[src/rtl/d_cache_pkg.sv]
// Shared dcache definitions: op codes, load size codes, align-stage state
// encoding and the latched load-request payload.
package d_cache_pkg;

    // Operation codes carried alongside requests.
    localparam logic [2:0] NOOP  = 3'd0;
    localparam logic [2:0] LD    = 3'd1;
    localparam logic [2:0] ST    = 3'd2;
    localparam logic [2:0] RD    = 3'd3;
    localparam logic [2:0] WR    = 3'd4;
    localparam logic [2:0] INV   = 3'd5;
    localparam logic [2:0] UPD   = 3'd6;
    localparam logic [2:0] WR_LD = 3'd7;

    // Access size codes.
    localparam logic [1:0] SZ_B = 2'd0;
    localparam logic [1:0] SZ_H = 2'd1;
    localparam logic [1:0] SZ_W = 2'd2;
    localparam logic [1:0] SZ_D = 2'd3;

    typedef enum logic [1:0] {
        ST_IDLE    = 2'd0,
        ST_COLLECT = 2'd1,
        ST_OUT     = 2'd2
    } align_state_e;

    // Request fields held for the whole life of a load.
    typedef struct packed {
        logic [31:0] addr;
        logic [1:0]  size;
        logic        sext;
        logic [2:0]  op;
    } ld_req_t;

    // Number of bytes touched by a size code (1, 2, 4 or 8).
    function automatic logic [3:0] size_bytes(input logic [1:0] size);
        return 4'(1) << size;
    endfunction

endpackage

[src/rtl/d_load_align_if.sv]
// Bus bundle of the load align stage.
//   request : req_valid/req_ready, req_addr, req_size, req_sext, req_op, req_tag
//   banks   : e_valid/e_data (even line), o_valid/o_data (odd line), flush
//   result  : out_valid/out_ready, out_data, out_addr, out_op, out_tag, out_err
//   status  : busy
// slave = align stage side, master = requester/bank/consumer side.
interface d_load_align_if #(
    parameter int unsigned CL_SIZE      = 128,
    parameter int unsigned XLEN         = 32,
    parameter int unsigned OOO_TAG_SIZE = 10
);
    logic                    req_valid;
    logic                    req_ready;
    logic [31:0]             req_addr;
    logic [1:0]              req_size;
    logic                    req_sext;
    logic [2:0]              req_op;
    logic [OOO_TAG_SIZE-1:0] req_tag;

    logic                    e_valid;
    logic [CL_SIZE-1:0]      e_data;
    logic                    o_valid;
    logic [CL_SIZE-1:0]      o_data;
    logic                    flush;

    logic                    out_valid;
    logic                    out_ready;
    logic [XLEN-1:0]         out_data;
    logic [31:0]             out_addr;
    logic [2:0]              out_op;
    logic [OOO_TAG_SIZE-1:0] out_tag;
    logic                    out_err;
    logic                    busy;

    modport slave (
        input  req_valid, req_addr, req_size, req_sext, req_op, req_tag,
        input  e_valid, e_data, o_valid, o_data, flush, out_ready,
        output req_ready, out_valid, out_data, out_addr, out_op, out_tag,
        output out_err, busy
    );

    modport master (
        output req_valid, req_addr, req_size, req_sext, req_op, req_tag,
        output e_valid, e_data, o_valid, o_data, flush, out_ready,
        input  req_ready, out_valid, out_data, out_addr, out_op, out_tag,
        input  out_err, busy
    );
endinterface

[src/rtl/d_align_ext.sv]
// Combinational shift/select/extend of a two-line window.
//   i_full   : {hi_line, lo_line}, lo_line holds the first byte
//   i_off    : byte offset of the first byte within lo_line
//   i_size   : size code (byte/half/word/double)
//   i_sext   : 1 = sign-extend, 0 = zero-extend
//   o_data_c : aligned, extended result (XLEN bits)
module d_align_ext
    import d_cache_pkg::*;
#(
    parameter int unsigned CL_SIZE = 128,
    parameter int unsigned XLEN    = 32
) (
    input  logic [2*CL_SIZE-1:0]          i_full,
    input  logic [$clog2(CL_SIZE/8)-1:0]  i_off,
    input  logic [1:0]                    i_size,
    input  logic                          i_sext,
    output logic [XLEN-1:0]               o_data_c
);

    logic [63:0] w_raw;
    logic [63:0] w_ext;

    // Only the low doubleword of the shifted window can ever be selected.
    assign w_raw = 64'(i_full >> {i_off, 3'b000});

    always_comb begin
        w_ext = w_raw;
        unique case (i_size)
            SZ_B:    w_ext = {{56{i_sext & w_raw[7]}},  w_raw[7:0]};
            SZ_H:    w_ext = {{48{i_sext & w_raw[15]}}, w_raw[15:0]};
            SZ_W:    w_ext = {{32{i_sext & w_raw[31]}}, w_raw[31:0]};
            default: w_ext = w_raw;
        endcase
    end

    assign o_data_c = XLEN'(w_ext);

endmodule

[src/rtl/d_load_align.sv]
// Load-return merge/align stage between the even/odd dcache banks and the
// load writeback path. Accepts one load, collects the home line (and the
// next, opposite-parity line for line-crossing loads), aligns and extends
// the data and holds it under a valid/ready handshake.
//   clk, rst : clock, synchronous active-high reset
//   bus      : d_load_align_if.slave (request, bank returns, flush, result)
// Build option D_LOAD_ALIGN_SPLIT_EN: when defined, line-crossing loads are
// collected from both banks; when undefined they complete at once with
// out_err=1 and no hi-line storage exists.
module d_load_align
    import d_cache_pkg::*;
#(
    parameter int unsigned CL_SIZE      = 128,
    parameter int unsigned XLEN         = 32,
    parameter int unsigned OOO_TAG_SIZE = 10
) (
    input  logic           clk,
    input  logic           rst,
    d_load_align_if.slave  bus
);

    localparam int unsigned OFF = $clog2(CL_SIZE / 8);

    align_state_e            r_state;
    align_state_e            w_state_nxt;
    ld_req_t                 r_req;
    logic [1:0]              r_need;      // [0] even bank, [1] odd bank
    logic [1:0]              r_have;
    logic [CL_SIZE-1:0]      r_lo_line;
    logic                    r_req_ready;
    logic                    r_busy;
    logic                    r_out_valid;
    logic                    r_out_err;
    logic [XLEN-1:0]         r_out_data;
    logic [OOO_TAG_SIZE-1:0] r_out_tag;

    // Incoming request decode.
    logic [OFF-1:0] w_off;
    logic           w_par;
    logic [3:0]     w_nbytes;
    logic           w_need_p1;
    logic           w_illegal;
    logic [1:0]     w_need;
    logic           w_accept;

    assign w_off     = bus.req_addr[OFF-1:0];
    assign w_par     = bus.req_addr[OFF];
    assign w_nbytes  = size_bytes(bus.req_size);
    // Crosses into the next line when off + nbytes exceeds the line size.
    assign w_need_p1 = ({1'b0, w_off} + (OFF+1)'(w_nbytes)) > {1'b1, {OFF{1'b0}}};
    assign w_need    = w_par ? {1'b1, w_need_p1} : {w_need_p1, 1'b1};
`ifdef D_LOAD_ALIGN_SPLIT_EN
    assign w_illegal = (bus.req_size == SZ_D) && (XLEN == 32);
`else
    assign w_illegal = ((bus.req_size == SZ_D) && (XLEN == 32)) || w_need_p1;
`endif
    // A flush in IDLE blocks a coincident request.
    assign w_accept  = (r_state == ST_IDLE) && bus.req_valid && !bus.flush;

    // Bank capture: first valid for each still-missing needed bank wins.
    logic               w_take_e;
    logic               w_take_o;
    logic [1:0]         w_have_nxt;
    logic               w_done;
    logic               w_r_par;
    logic               w_lo_take;
    logic [CL_SIZE-1:0] w_lo_in;
    logic [CL_SIZE-1:0] w_lo_eff;
    logic [CL_SIZE-1:0] w_hi_eff;
    logic [XLEN-1:0]    w_aligned;

    assign w_take_e   = bus.e_valid && r_need[0] && !r_have[0];
    assign w_take_o   = bus.o_valid && r_need[1] && !r_have[1];
    assign w_have_nxt = r_have | {w_take_o, w_take_e};
    assign w_done     = (w_have_nxt == r_need);
    assign w_r_par    = r_req.addr[OFF];
    assign w_lo_take  = w_r_par ? w_take_o : w_take_e;
    assign w_lo_in    = w_r_par ? bus.o_data : bus.e_data;
    // Bypass so a half captured this cycle feeds the result directly.
    assign w_lo_eff   = w_lo_take ? w_lo_in : r_lo_line;

`ifdef D_LOAD_ALIGN_SPLIT_EN
    logic [CL_SIZE-1:0] r_hi_line;
    logic               w_hi_take;
    logic [CL_SIZE-1:0] w_hi_in;

    assign w_hi_take = w_r_par ? w_take_e : w_take_o;
    assign w_hi_in   = w_r_par ? bus.e_data : bus.o_data;
    assign w_hi_eff  = w_hi_take ? w_hi_in : r_hi_line;
`else
    assign w_hi_eff  = '0;
`endif

    d_align_ext #(
        .CL_SIZE (CL_SIZE),
        .XLEN    (XLEN)
    ) u_align (
        .i_full   ({w_hi_eff, w_lo_eff}),
        .i_off    (r_req.addr[OFF-1:0]),
        .i_size   (r_req.size),
        .i_sext   (r_req.sext),
        .o_data_c (w_aligned)
    );

    // State register.
    always_ff @(posedge clk) begin
        if (rst) begin
            r_state <= ST_IDLE;
        end else begin
            r_state <= w_state_nxt;
        end
    end

    // Next-state logic.
    always_comb begin
        w_state_nxt = r_state;
        unique case (r_state)
            ST_IDLE: begin
                if (w_accept) begin
                    w_state_nxt = w_illegal ? ST_OUT : ST_COLLECT;
                end
            end
            ST_COLLECT: begin
                if (bus.flush) begin
                    w_state_nxt = ST_IDLE;
                end else if (w_done) begin
                    w_state_nxt = ST_OUT;
                end
            end
            ST_OUT: begin
                if (bus.flush || bus.out_ready) begin
                    w_state_nxt = ST_IDLE;
                end
            end
            default: w_state_nxt = ST_IDLE;
        endcase
    end

    // Per-state enables for the capture and result registers.
    logic w_collect;
    logic w_cap_lo;
    logic w_cap_hi;
    logic w_result;

    always_comb begin
        w_collect = 1'b0;
        w_cap_lo  = 1'b0;
        w_cap_hi  = 1'b0;
        w_result  = 1'b0;
        if ((r_state == ST_COLLECT) && !bus.flush) begin
            w_collect = 1'b1;
            w_cap_lo  = w_lo_take;
`ifdef D_LOAD_ALIGN_SPLIT_EN
            w_cap_hi  = w_hi_take;
`endif
            w_result  = w_done;
        end
    end

    // Control, request and result registers.
    always_ff @(posedge clk) begin
        if (rst) begin
            r_req       <= '0;
            r_need      <= '0;
            r_have      <= '0;
            r_req_ready <= 1'b1;
            r_busy      <= 1'b0;
            r_out_valid <= 1'b0;
            r_out_err   <= 1'b0;
            r_out_data  <= '0;
            r_out_tag   <= '0;
        end else begin
            r_req_ready <= (w_state_nxt == ST_IDLE);
            r_busy      <= (w_state_nxt != ST_IDLE);
            r_out_valid <= (w_state_nxt == ST_OUT);
            if (w_accept) begin
                r_req      <= '{addr: bus.req_addr, size: bus.req_size,
                                sext: bus.req_sext, op: bus.req_op};
                r_out_tag  <= bus.req_tag;
                r_need     <= w_need;
                r_have     <= '0;
                r_out_err  <= w_illegal;
                r_out_data <= '0;
            end else if (w_collect) begin
                r_have <= w_have_nxt;
                if (w_result) begin
                    r_out_data <= w_aligned;
                    r_out_err  <= 1'b0;
                end
            end else if (r_state == ST_COLLECT) begin
                r_have <= '0;
            end
        end
    end

    // Line storage; validity is tracked by r_have, so no reset needed.
    always_ff @(posedge clk) begin
        if (w_cap_lo) begin
            r_lo_line <= w_lo_in;
        end
    end

`ifdef D_LOAD_ALIGN_SPLIT_EN
    always_ff @(posedge clk) begin
        if (w_cap_hi) begin
            r_hi_line <= w_hi_in;
        end
    end
`else
    logic w_unused_cap_hi;
    assign w_unused_cap_hi = w_cap_hi;
`endif

    assign bus.req_ready = r_req_ready;
    assign bus.busy      = r_busy;
    assign bus.out_valid = r_out_valid;
    assign bus.out_err   = r_out_err;
    assign bus.out_data  = r_out_data;
    assign bus.out_addr  = r_req.addr;
    assign bus.out_op    = r_req.op;
    assign bus.out_tag   = r_out_tag;

endmodule

[src/flat_wrapper.sv]
// flat-port wrapper written by rule: the top's interface ports become plain ports
module d_load_align_flat import d_cache_pkg::*;
#(
    parameter int unsigned CL_SIZE      = 128,
    parameter int unsigned XLEN         = 32,
    parameter int unsigned OOO_TAG_SIZE = 10
)
  (clk, rst, bus_req_valid, bus_req_addr, bus_req_size, bus_req_sext, bus_req_op, bus_req_tag, bus_e_valid, bus_e_data, bus_o_valid, bus_o_data, bus_flush, bus_out_ready, bus_req_ready, bus_out_valid, bus_out_data, bus_out_addr, bus_out_op, bus_out_tag, bus_out_err, bus_busy);
  d_load_align_if #(.CL_SIZE(CL_SIZE), .XLEN(XLEN), .OOO_TAG_SIZE(OOO_TAG_SIZE)) bus_i ();
  input  logic clk;
  input  logic rst;
  input wire logic [$bits(bus_i.req_valid)-1:0] bus_req_valid;
  input wire logic [$bits(bus_i.req_addr)-1:0] bus_req_addr;
  input wire logic [$bits(bus_i.req_size)-1:0] bus_req_size;
  input wire logic [$bits(bus_i.req_sext)-1:0] bus_req_sext;
  input wire logic [$bits(bus_i.req_op)-1:0] bus_req_op;
  input wire logic [$bits(bus_i.req_tag)-1:0] bus_req_tag;
  input wire logic [$bits(bus_i.e_valid)-1:0] bus_e_valid;
  input wire logic [$bits(bus_i.e_data)-1:0] bus_e_data;
  input wire logic [$bits(bus_i.o_valid)-1:0] bus_o_valid;
  input wire logic [$bits(bus_i.o_data)-1:0] bus_o_data;
  input wire logic [$bits(bus_i.flush)-1:0] bus_flush;
  input wire logic [$bits(bus_i.out_ready)-1:0] bus_out_ready;
  output wire logic [$bits(bus_i.req_ready)-1:0] bus_req_ready;
  output wire logic [$bits(bus_i.out_valid)-1:0] bus_out_valid;
  output wire logic [$bits(bus_i.out_data)-1:0] bus_out_data;
  output wire logic [$bits(bus_i.out_addr)-1:0] bus_out_addr;
  output wire logic [$bits(bus_i.out_op)-1:0] bus_out_op;
  output wire logic [$bits(bus_i.out_tag)-1:0] bus_out_tag;
  output wire logic [$bits(bus_i.out_err)-1:0] bus_out_err;
  output wire logic [$bits(bus_i.busy)-1:0] bus_busy;
  assign bus_i.req_valid = bus_req_valid;
  assign bus_i.req_addr = bus_req_addr;
  assign bus_i.req_size = bus_req_size;
  assign bus_i.req_sext = bus_req_sext;
  assign bus_i.req_op = bus_req_op;
  assign bus_i.req_tag = bus_req_tag;
  assign bus_i.e_valid = bus_e_valid;
  assign bus_i.e_data = bus_e_data;
  assign bus_i.o_valid = bus_o_valid;
  assign bus_i.o_data = bus_o_data;
  assign bus_i.flush = bus_flush;
  assign bus_i.out_ready = bus_out_ready;
  assign bus_req_ready = bus_i.req_ready;
  assign bus_out_valid = bus_i.out_valid;
  assign bus_out_data = bus_i.out_data;
  assign bus_out_addr = bus_i.out_addr;
  assign bus_out_op = bus_i.out_op;
  assign bus_out_tag = bus_i.out_tag;
  assign bus_out_err = bus_i.out_err;
  assign bus_busy = bus_i.busy;
  d_load_align #(.CL_SIZE(CL_SIZE), .XLEN(XLEN), .OOO_TAG_SIZE(OOO_TAG_SIZE)) u_core (.clk(clk), .rst(rst), .bus(bus_i));
endmodule
[config.mk]
export PLATFORM = sky130hd
export DESIGN_NAME = d_load_align_flat
export DESIGN_NICKNAME = d
export VERILOG_FILES = /design/src/rtl/d_cache_pkg.sv /design/src/rtl/d_load_align_if.sv /design/src/rtl/d_align_ext.sv /design/src/rtl/d_load_align.sv /design/src/flat_wrapper.sv
export SDC_FILE = /design/constraint.sdc
export NUM_CORES = 1
export LEC_CHECK = 0
export ABC_CLOCK_PERIOD_IN_PS = 14100
export CORE_ASPECT_RATIO = 0.7
export CORE_MARGIN = 4
export CORE_UTILIZATION = 40
export CTS_BUF_LIST = sky130_fd_sc_hd__clkbuf_8 sky130_fd_sc_hd__clkbuf_16
export DETAILED_ROUTE_END_ITERATION = 16
export PLACE_DENSITY = 0.69
export SYNTH_ARGS = -nofsm -noshare
export SYNTH_HDL_FRONTEND = slang
export SYNTH_SLANG_ARGS = --single-unit
export TNS_END_PERCENT = 1
[constraint.sdc]
create_clock -name clk -period 14.1 [get_ports clk]
set_input_delay 2.82 -clock clk [delete_from_list [all_inputs] [get_ports clk]]
set_output_delay 2.82 -clock clk [all_outputs]
set_load 0.005 [all_outputs]
==> summary.txt <==
Floorplanning
  – Die area: 37200 um^2
  – Die Ht: 163 um
  – Core area: 33600 um^2
  – Die width: 229 um
  – IO Pins: 392
  – Starting Density: about two fifths
  – Cell Rows: 56

Place
  – Input/output buffers: 391
  – Final GP Congestion: 0.883
  – DPL Wire Length: 34.8 mm
  – Post-placement setup slack: 6880 ps

GRT
  – First-pass GRT wire length: 69.3 mm
  – Grt ovf: 0
  – Initial antenna violation count: 0
  – Number of global-route vias before repair: 11141
  – Pin count of the biggest net entering global routing: 81
  – GRT Overall Usage: 23.8%

Clock network
  – Reg clk slew, reported paths: 60 ps
  – Post-CTS Hold Buffers: 0
  – Largest buffer count on any clock path: 3
  – Worst skew pair latency: about 540 ps
  – CTS tree: done
  – Post-CTS Resized: 0
  – Post CTS Setup Buffer Count: 0
  – Clock Sinks: 218
  – # H-tree levels: 1
  – Clock root buffer: clkbuf_16
  – Num CTS Buffers: 24

Detailed routing
  – First drt pass iteration count: 5
  – Post-route ant nets: 0
  – DRC violations left: 0
  – Initial drt markers: 1217
  – Via density: 5.71
  – Routed vias: 11547
  – Routed WL: ~48 mm
  – Avg WL per Cell: 23.5 um

Critical path
  – Crit path cell chain: clkdlybuf4s50_1 > nand4b_1 > nand2_4 > buf_4 > buf_4 > mux2i_1 > mux2i_1 > mux2i_1 > o21ai_0 > a21oi_1 > a21oi_2
  – Reg2reg path depth: 10
  – Worst R2R End: u_core.bus.out_data[18]$_SDFFE_PP0P_
  – R2R setup slack: 9210 ps
  – Worst path max stage delay: 750 ps
  – Reg2reg start: u_core.bus.out_addr[4]$_SDFFE_PP0P_
  – CP endpoint kind: flop
  – Critical-path maximum fanout: 47
  – Worst setup path endpoint: u_core.bus.out_data[18]$_SDFFE_PP0P_
  – WP data arrival: around 7200 ps
  – WS Path Type: input pin to flop
  – Most frequent CP cell: mux2i_1
  – CP Launch Type: input pin
  – CP max stage cell: buf_4
  – Crit. Startpoint: bus_o_valid
  – CP required: 14490 ps

STA
  – Total negative slack: 0 ps
  – Fin. Hold Viols: 0
  – F_max: 148 MHz
  – # setup viols final: 0
  – Minimum clock period: 6770 ps
  – RSZ-0062 raised after global routing: no
  – Slew @ Worst Pin: 1130 ps
  – Final period util: 48.0%
  – Slew Viols, Final: 0
  – Max transition margin: roughly a quarter
  – Setup ws final: 7330 ps
  – Clock skew: between 15 and 20 ps

Status
  – Status: finished clean

Layout
  – Ant diodes: 0
  – Area growth from synthesis to layout: 33.9%
  – Fill count: 2987
  – Layout cells sized above 1: about 14%
  – Nets@finish: approximately 1900

Yosys
  – Syn_area_per_cell: 10.7 um^2
  – Top_reg_cell synth: edfxtp_1
  – Yosys warns: 0
  – Syn Std Cell Area: 13600 um^2
  – Sequential area share after synthesis: approximately two fifths
  – EDFF count, synth: between 100 and 150
  – Async set-reset flop share out of synthesis: 0%
  – FF+latch count, synth: around 220
  – Post-synthesis cell type count: 61
  – Synth Instances: approximately 1300
  – Mapped Nets: about 1600

Power
  – LEAKAGE: around 6 nW
  – PwrDens: 89.7 nW/um^2
  – Worst vdd ir: a little over 80 uV
  – Total Power: 0.00164 W

Job
  – Max-cap viol count: 0

Hold path
  – Hold/Removal Path Class: flop to flop
==> sequential cells by signal, summed over array words and instances (netlist names) <==
register and flops:
u_core.r_lo_line 128, u_core.bus.out_addr 32, u_core.bus.out_data 32, u_core.bus.out_tag 10
u_core.bus.out_op 3, u_core.r_req 3, u_core.r_have 2, u_core.r_need 2
u_core.r_state 2, u_core.bus.busy 1, u_core.bus.out_err 1, u_core.bus.out_valid 1
u_core.bus.req_ready 1
==> routing by layer <==
layer / vias up / part of all wire, % / track usage, %
met5: - / 0 / 0
met3: 60 / 9.9 / 6.56
met2: 611 / 43 / 36.1
met4: 0 / 2.0 / 4.70
li1: 5353 / - / -
met1: 5523 / 45 / 34.3
==> synthesized netlist by cell type, types with 2 or more instances <==
master	instances	area share, %
nor2b_1	7	0.32
nand4_1	2	0.092
o21a_1	2	0.11
a2111oi_0	2	0.13
o221ai_1	14	0.90
dfxtp_1	90	13
ha_1	4	0.37
clkbuf_1	54	1.5
buf_2	24	0.88
mux2_4	2	0.22
a21oi_2	9	0.58
o2111ai_1	7	0.45
mux2i_1	269	20
nand2b_1	7	0.32
a211oi_1	7	0.39
nor2_1	71	2.0
mux2_2	137	11
o32ai_1	15	0.96
o22ai_1	2	0.092
edfxtp_1	128	28
a21o_1	2	0.11
mux4_2	11	1.8
nand2_1	108	3.0
nor3b_1	2	0.11
a32oi_1	2	0.13
a221oi_1	3	0.19
inv_1	5	0.14
nand3_1	3	0.11
o21ai_0	54	2.0
and2_1	3	0.14
a31oi_1	11	0.50
a22oi_1	4	0.22
a21oi_1	105	3.9
buf_1	16	0.44
nor3_1	10	0.37
o211ai_1	2	0.11
o31ai_1	9	0.50
buf_4	42	2.3
o22a_1	7	0.45
or2_2	3	0.14
==> through the flow <==
stage	area, um^2	hold slack (ps)	cells	utilization, %
after CTS	18300	455	2024	54.4
after global placement	17500	441	1980	52.2
after floorplan	13600	437	1276	-
final	18300	453	2024	54.4
after global routing	18300	467	2024	54.4
after detailed placement	17500	446	1980	52.2
==> cell type report <==
type,count,area [um^2],area share (%)
Clock buffer,25,626,3.43
Clock inverter,19,123,0.672
Inverter,6,22.5,0.123
Multi-Input combinational cell,913,7250,39.7
Sequential cell,218,5660,31.0
Tap cell,435,544,2.98
Timing Repair Buffer,408,4040,22.1
==> critical path: cells and delay by family <==
kind / cells / cell delay, ps
AO/OA/AOI/OAI: 3 / 470
buffers and inverters: 3 / 1990
AND/OR/NAND/NOR: 2 / 850
multiplexers: 3 / 980
==> layout by cell type, fill, tap and decap left out, types with 4 or more instances in the layout <==
cell / instances
o31ai_1: 9
mux2i_1: 269
o2111ai_1: 7
a211oi_1: 7
nor2_1: 71
a21oi_1: 105
nor3_1: 8
edfxtp_1: 128
nand2_1: 107
dfxtp_1: 86
nand2b_1: 7
a21oi_2: 9
buf_4: 17
mux4_2: 11
clkinv_2: 4
o32ai_1: 15
clkbuf_16: 25
nor2b_1: 7
clkinv_1: 6
clkdlybuf4s50_1: 390
o221ai_1: 14
o21ai_0: 54
a31oi_1: 11
o22a_1: 7
inv_1: 9
ha_1: 4
mux2_2: 137
a22oi_1: 4
==> how the worst min path moves through the flow <==
stage / startpoint / end / slack (ps) / cells after the start
after global placement: u_core.bus.out_addr[21]$_SDFFE_PP0P_ / u_core.bus.out_addr[21]$_SDFFE_PP0P_ / 440 / 2
after floorplan: u_core.bus.out_addr[10]$_SDFFE_PP0P_ / u_core.bus.out_addr[10]$_SDFFE_PP0P_ / 440 / 2
after detailed placement: u_core.bus.out_tag[9]$_SDFFE_PP0P_ / u_core.bus.out_tag[9]$_SDFFE_PP0P_ / 450 / 2
after CTS: u_core.bus.out_addr[11]$_SDFFE_PP0P_ / u_core.bus.out_addr[11]$_SDFFE_PP0P_ / 450 / 2
final: u_core.bus.out_addr[11]$_SDFFE_PP0P_ / u_core.bus.out_addr[11]$_SDFFE_PP0P_ / 450 / 2
after global routing: u_core.bus.out_addr[11]$_SDFFE_PP0P_ / u_core.bus.out_addr[11]$_SDFFE_PP0P_ / 470 / 2
==> where the power goes <==
group | total (W) | leakage [nW] | switching (W) | internal (W)
Combinational | 0.000334 | 3.75 | 0.000156 | 0.000178
Clock | 0.000606 | 0.380 | 0.000266 | 0.000340
Sequential | 0.000699 | 1.88 | 0.0000123 | 0.000687
==> cells by family after synthesis <==
family | synth area share (%)
AOI/OAI and AO/OA | 12.3
DFF | 41.4
muxes | 33.1
and+or+nand+nor | 6.96
buffers and inverters | 5.62
xor gates and xnor gates | 0.128
adders and majority gates | 0.514
No activity file was read; power rests on OpenSTA's default activity.
